<file path="src/rtl/bus_master_port.sv">
// Initiator agent for one master slot of the backplane arbiter: takes a single
// read/write command, runs the BARQ/BAGD/target-ready/strobe handshake, returns one response.
module bus_master_port #(
    parameter int ADDR_W        = 16,
    parameter int DATA_W        = 16,
    parameter int GRANT_TIMEOUT = 64,
    parameter int GAP_CYCLES    = 2
) (
    input  logic              clk,
    input  logic              rst,
    input  logic              cmd_valid_i,
    output logic              cmd_ready_o,
    input  logic              cmd_we_i,
    input  logic [ADDR_W-1:0] cmd_addr_i,
    input  logic [DATA_W-1:0] cmd_wdata_i,
    output logic              rsp_valid_o,
    output logic [DATA_W-1:0] rsp_rdata_o,
    output logic [1:0]        rsp_err_o,
    output logic              barq_o,
    input  logic              bagd_i,
    input  logic              target_ready_i,
    input  logic              data_strobe_i,
    input  logic              error_i,
    output logic              bus_oe_o,
    output logic [ADDR_W-1:0] bus_addr_o,
    output logic [DATA_W-1:0] bus_wdata_o,
    output logic              bus_we_o,
    input  logic [DATA_W-1:0] bus_rdata_i
);
    localparam int CNT_W = $clog2(GRANT_TIMEOUT + 1);
    localparam int GAP_W = $clog2(GAP_CYCLES + 1);

    localparam logic [1:0] ERR_OK      = 2'b00;
    localparam logic [1:0] ERR_BUS     = 2'b01;
    localparam logic [1:0] ERR_TIMEOUT = 2'b10;
    localparam logic [1:0] ERR_LOST    = 2'b11;

    typedef enum logic [2:0] {IDLE, REQ, WAIT_TR, XFER, RESP, GAP} state_t;

    state_t            state, state_next;
    logic [CNT_W-1:0]  grant_cnt, grant_cnt_next;
    logic [GAP_W-1:0]  gap_cnt, gap_cnt_next;
    logic              cmd_we_q;
    logic [ADDR_W-1:0] cmd_addr_q;
    logic [DATA_W-1:0] cmd_wdata_q;
    logic              accept;
    logic              driving_next;
    logic [1:0]        err_next;
    logic [DATA_W-1:0] rdata_next;

    always_comb begin
        state_next     = state;
        grant_cnt_next = grant_cnt;
        gap_cnt_next   = gap_cnt;
        err_next       = rsp_err_o;
        rdata_next     = rsp_rdata_o;
        accept         = 1'b0;
        case (state)
            IDLE: begin
                if (cmd_valid_i && cmd_ready_o) begin
                    accept         = 1'b1;
                    state_next     = REQ;
                    grant_cnt_next = '0;
                end
            end
            REQ: begin
                if (bagd_i) begin
                    state_next = WAIT_TR;
                end else if (grant_cnt == CNT_W'(GRANT_TIMEOUT - 1)) begin
                    state_next = RESP;
                    err_next   = ERR_TIMEOUT;
                    rdata_next = '0;
                end else begin
                    grant_cnt_next = grant_cnt + CNT_W'(1);
                end
            end
            WAIT_TR: begin
                if (error_i) begin
                    state_next = RESP;
                    err_next   = ERR_BUS;
                    rdata_next = '0;
                end else if (!bagd_i) begin
                    state_next = RESP;
                    err_next   = ERR_LOST;
                    rdata_next = '0;
                end else if (target_ready_i) begin
                    state_next = XFER;
                end
            end
            XFER: begin
                // error outranks strobe, strobe outranks a dropped grant
                if (error_i) begin
                    state_next = RESP;
                    err_next   = ERR_BUS;
                    rdata_next = '0;
                end else if (data_strobe_i) begin
                    state_next = RESP;
                    err_next   = ERR_OK;
                    rdata_next = cmd_we_q ? '0 : bus_rdata_i;
                end else if (!bagd_i) begin
                    state_next = RESP;
                    err_next   = ERR_LOST;
                    rdata_next = '0;
                end
            end
            RESP: begin
                state_next   = GAP;
                gap_cnt_next = '0;
            end
            GAP: begin
                if (gap_cnt == GAP_W'(GAP_CYCLES - 1)) begin
                    state_next = IDLE;
                end else begin
                    gap_cnt_next = gap_cnt + GAP_W'(1);
                end
            end
            default: state_next = IDLE;
        endcase
    end

    assign driving_next = (state_next == WAIT_TR) || (state_next == XFER);

    // All outputs are registered from the next state so they change on the transition edge.
    always_ff @(posedge clk) begin
        if (rst) begin
            state       <= IDLE;
            grant_cnt   <= '0;
            gap_cnt     <= '0;
            cmd_we_q    <= 1'b0;
            cmd_addr_q  <= '0;
            cmd_wdata_q <= '0;
            cmd_ready_o <= 1'b0;
            barq_o      <= 1'b0;
            bus_oe_o    <= 1'b0;
            bus_we_o    <= 1'b0;
            bus_addr_o  <= '0;
            bus_wdata_o <= '0;
            rsp_valid_o <= 1'b0;
            rsp_err_o   <= '0;
            rsp_rdata_o <= '0;
        end else begin
            state     <= state_next;
            grant_cnt <= grant_cnt_next;
            gap_cnt   <= gap_cnt_next;
            if (accept) begin
                cmd_we_q    <= cmd_we_i;
                cmd_addr_q  <= cmd_addr_i;
                cmd_wdata_q <= cmd_wdata_i;
            end
            cmd_ready_o <= (state_next == IDLE);
            barq_o      <= (state_next == REQ) || driving_next;
            bus_oe_o    <= driving_next;
            bus_we_o    <= driving_next && cmd_we_q;
            if (state == REQ && state_next == WAIT_TR) begin
                bus_addr_o  <= cmd_addr_q;
                bus_wdata_o <= cmd_wdata_q;
            end
            rsp_valid_o <= (state_next == RESP);
            rsp_err_o   <= err_next;
            rsp_rdata_o <= rdata_next;
        end
    end
endmodule

</file>
<file path="config.mk">
export PLATFORM = sky130hd
export DESIGN_NAME = bus_master_port
export DESIGN_NICKNAME = d
export VERILOG_FILES = /design/src/rtl/bus_master_port.sv
export SDC_FILE = /design/constraint.sdc
export NUM_CORES = 1
export LEC_CHECK = 0
export CORE_ASPECT_RATIO = 0.9
export CORE_MARGIN = 2
export CORE_UTILIZATION = 45
export CTS_CLUSTER_SIZE = 8
export DETAILED_ROUTE_END_ITERATION = 6
export MAX_ROUTING_LAYER = met4
export PLACE_DENSITY_LB_ADDON = 0.05
export SYNTH_ARGS = -nofsm -noshare
export SYNTH_HDL_FRONTEND = slang
export SYNTH_SLANG_ARGS = --single-unit
</file>
<file path="constraint.sdc">
create_clock -name clk -period 4.4 [get_ports clk]
set_input_delay 0.66 -clock clk [delete_from_list [all_inputs] [get_ports clk]]
set_output_delay 0.66 -clock clk [all_outputs]
set_load 0.02 [all_outputs]
</file>
==> flow_metrics.py <==
metrics = {
    "detailed_routing": {
        "wl_mm": 8.504,
        "vias": 3183,
        "wl_per_cell_um": 13.65,
        "drtIter0Drc": 135,
        "postRouteAntennaNets": 0,
        "first_pass_iters": 4,
        "drc": 0,
        "avgViaCountPerCell": 5.109,
    },
    "yosys": {
        "avgSynthCellArea_um2": 8.732,
        "synth_top_flop_cell": "dfxtp_1",
        "synth_top_area_share_pct": 54.33,
        "synth_edf_count": 0,
        "ys_seq_elements": 100,
        "synth.most_common_cell": "nand2_1",
        "ys_seq_area_share_pct": 54.33,
        "synth_largest_area_cell": "dfxtp_1",
        "synth.distinct_cells": 46,
        "syn_inst": 422,
        "ys.warnings.count": 0,
        "netlist_area_um2": 3685,
        "synth_common_cells": "133 x nand2_1, 100 x dfxtp_1, 71 x a21oi_1",
        "syn_nets": 480,
        "async_flop_share_pct": 0,
        "synthTopCellsByArea": "dfxtp_1 54%, nand2_1 14%, a21oi_1 9.6%",
    },
    "sta": {
        "slew_violations": 0,
        "setup_viol": 0,
        "finalCriticalPeriod_ps": 2286,
        "min_period_over_period_pct": 51.97,
        "rsz0062_at_grt": "no",
        "fmax_ghz": 0.4374,
        "worst_pin_slew_ps": 842.1,
        "fin_skew_ps": 12.41,
        "worst_slack_ps": 2114,
        "slew_headroom_pct": 43.86,
        "tns_ps": 0,
        "hold_viol_final": 0,
    },
    "setup_path": {
        "cp-end-kind": "flip-flop",
        "reg2reg_to": "cmd_ready_o$_SDFF_PP0_",
        "cp_max_fo": 17,
        "r2r_slack_ps": 2460,
        "crit_required_ps": 4670,
        "cp_cell_sequence": "clkdlybuf4s50_1, nor2b_1, a21o_1, and3b_1, nor4bb_1",
        "path_class": "primary input to flip-flop",
        "startpoint": "bagd_i",
        "reg2reg_depth": 4,
        "slowest_stage": "clkdlybuf4s50_1",
        "arrival_ps": 2550,
        "r2r_start": "state[1]$_SDFF_PP0_",
        "critPathMaxStageDelay_ps": 630,
        "startpoint_type": "primary input",
    },
    "global_route": {
        "grt_overflow": 0,
        "grt_pass1_vias": 2902,
        "grt_use_met2_pct": 30.57,
        "grt_max_degree": 83,
        "met1_usage_pct": 25.20,
        "busiest_layer": "met2",
        "grt_pass1_wl_mm": 13.68,
        "grt.met3_usage_pct": 4.277,
        "antenna_found_initial": 0,
        "grtUsageTotal_pct": 19.23,
    },
    "hold_path": {
        "min_from": "cmd_wdata_q[1]$_SDFFE_PP0P_",
        "hold_path_class": "flip-flop to flip-flop",
        "whs_endpoint": "bus_wdata_o[1]$_SDFFE_PP0P_",
        "hold_depth": 2,
    },
    "pwr": {
        "p_leak_nw": 1.724,
        "powerDensity_nw_per_um2": 338.1,
        "peakVddDrop_mv": 0.2094,
    },
    "finish": {
        "fin_area_um2": 4962,
        "finish.utilization_pct": 62.10,
        "nNetsFinal": 577,
        "nFillCells": 728,
        "drive_above_1_share_pct": 5.534,
        "antenna_cells": 0,
        "syn_to_final_growth_pct": 34.67,
    },
    "cts": {
        "postCtsSetupBuffers": 0,
        "cts_tree": "done",
        "clk_latency_ps": 350,
        "cts-htree-levels": 3,
        "cts_buffer_depth": 2,
        "cts_root_buf": "clkbuf_8",
        "cts_buffers": 9,
        "ctsResizeCount": 0,
        "path_clk_slew_ps": 100,
        "clock-sinks": 100,
        "cts.hold.buffers_added": 0,
    },
    "placed_design": {
        "gp_congestion": 0.7733,
        "io_buffers": 110,
        "hpwl_mm": 5.449,
        "pre_cts_ws_ps": 1765,
        "postPlaceCellArea_um2": 4783,
    },
    "die": {
        "die_area_um2": 8929,
        "rows": 31,
        "dieHeight_um": 89.85,
        "coreArea_um2": 7990,
        "die_w_um": 99.39,
        "io_pins": 111,
        "initial_utilization_pct": 46.12,
    },
    "status": {
        "status": "completed",
    },
    "flow_run": {
        "drv_cap": 0,
    },
}
## state kept, by name, indices dropped and copies added (netlist names)
signal       flops
gap_cnt          2
barq_o           1
bus_oe_o         1
cmd_wdata_q     16
rsp_valid_o      1
bus_wdata_o     16
state            3
cmd_addr_q      16
bus_we_o         1
cmd_we_q         1
grant_cnt        7
cmd_ready_o      1
rsp_rdata_o     16
rsp_err_o        2
bus_addr_o      16
## routing by layer
metal  part of all wire, %  vias to the layer above
li1                      -                     1625
met1                    47                     1468
met2                    47                       84
met3                   5.5                        6
met4                  0.60                        0
met5                     0                        -
## where the power goes
| group | total [mW] | internal (mW) | switching [mW] |
|---|---|---|---|
| Combinational | 0.189 | 0.0885 | 0.100 |
| Sequential | 0.954 | 0.934 | 0.0200 |
| Clock | 0.535 | 0.214 | 0.321 |
| Total | 1.68 | 1.24 | 0.441 |
## through the flow
stage / power (mW) / std cells / hold slack, ps
floorplan: 1.080 / 422 / 432.1
global placement: 1.163 / 607 / 435.9
detailed placement: 1.165 / 607 / 442.8
CTS: 1.697 / 623 / 450.8
global route: 1.758 / 623 / 465.1
finish: 1.678 / 623 / 448.6
## critical path: cells and delay by family
family / cells / cell delay [ps]
AND/OR/NAND/NOR: 3 / 1070
buffers and inverters: 1 / 630
AO/OA/AOI/OAI: 1 / 190
## how the worst max path moves through the flow
stage / endpoint / slack [ps]
5_1_grt: cmd_ready_o$_SDFF_PP0_ / 1960
4_1_cts: cmd_ready_o$_SDFF_PP0_ / 2150
2_1_floorplan: grant_cnt[5]$_SDFFE_PP0P_ / 2630
6_report: cmd_ready_o$_SDFF_PP0_ / 2110
3_3_place_gp: cmd_ready_o$_SDFF_PP0_ / 1830
3_5_place_dp: cmd_ready_o$_SDFF_PP0_ / 1770
## kinds of logic (layout without fill, tap and decap cells)
| family | count (synthesis) | in the layout | synth area share, % |
|---|---|---|---|
| AND/OR/NAND/NOR | 180 | 180 | 22.07 |
| AO/OA/AOI/OAI | 105 | 105 | 17.59 |
| flip-flops | 100 | 100 | 54.33 |
| buffers and inverters | 32 | 134 | 4.618 |
| XOR/XNOR | 3 | 3 | 0.7132 |
| adder cells (fa/ha/maj) | 2 | 2 | 0.6790 |
## layout make-up
| cell class | instances | area, µm² | share of cell area, % |
|---|---|---|---|
| sequential | 100 | 2002 | 40.34 |
| multi-input combinational | 290 | 1513 | 30.48 |
| timing repair buffer | 115 | 1134 | 22.84 |
| clock buffer | 9 | 123.9 | 2.496 |
| tap | 99 | 123.9 | 2.496 |
| clock inverter | 7 | 55.05 | 1.109 |
| inverter | 3 | 11.26 | 0.2269 |
## cells in the final DEF (no fill, tap or decap), types with 2 or more instances in the layout
master and n:
a21o_1 2, a21oi_1 71, a22o_1 15, a311oi_1 2, a32oi_1 2, and2_1 2, and2b_1 2, and3_1 3
and3b_1 2, buf_4 5, clkbuf_8 9, clkdlybuf4s50_1 109, clkinv_2 2, dfxtp_1 100, ha_1 2, inv_1 3
inv_6 3, nand2_1 133, nand3_1 6, nand4_1 2, nor2_1 8, nor2b_1 6, nor3_1 3, nor3b_1 2
o211ai_1 2, o21ai_0 2, xor2_1 3
(Power assumes the default switching activity.)
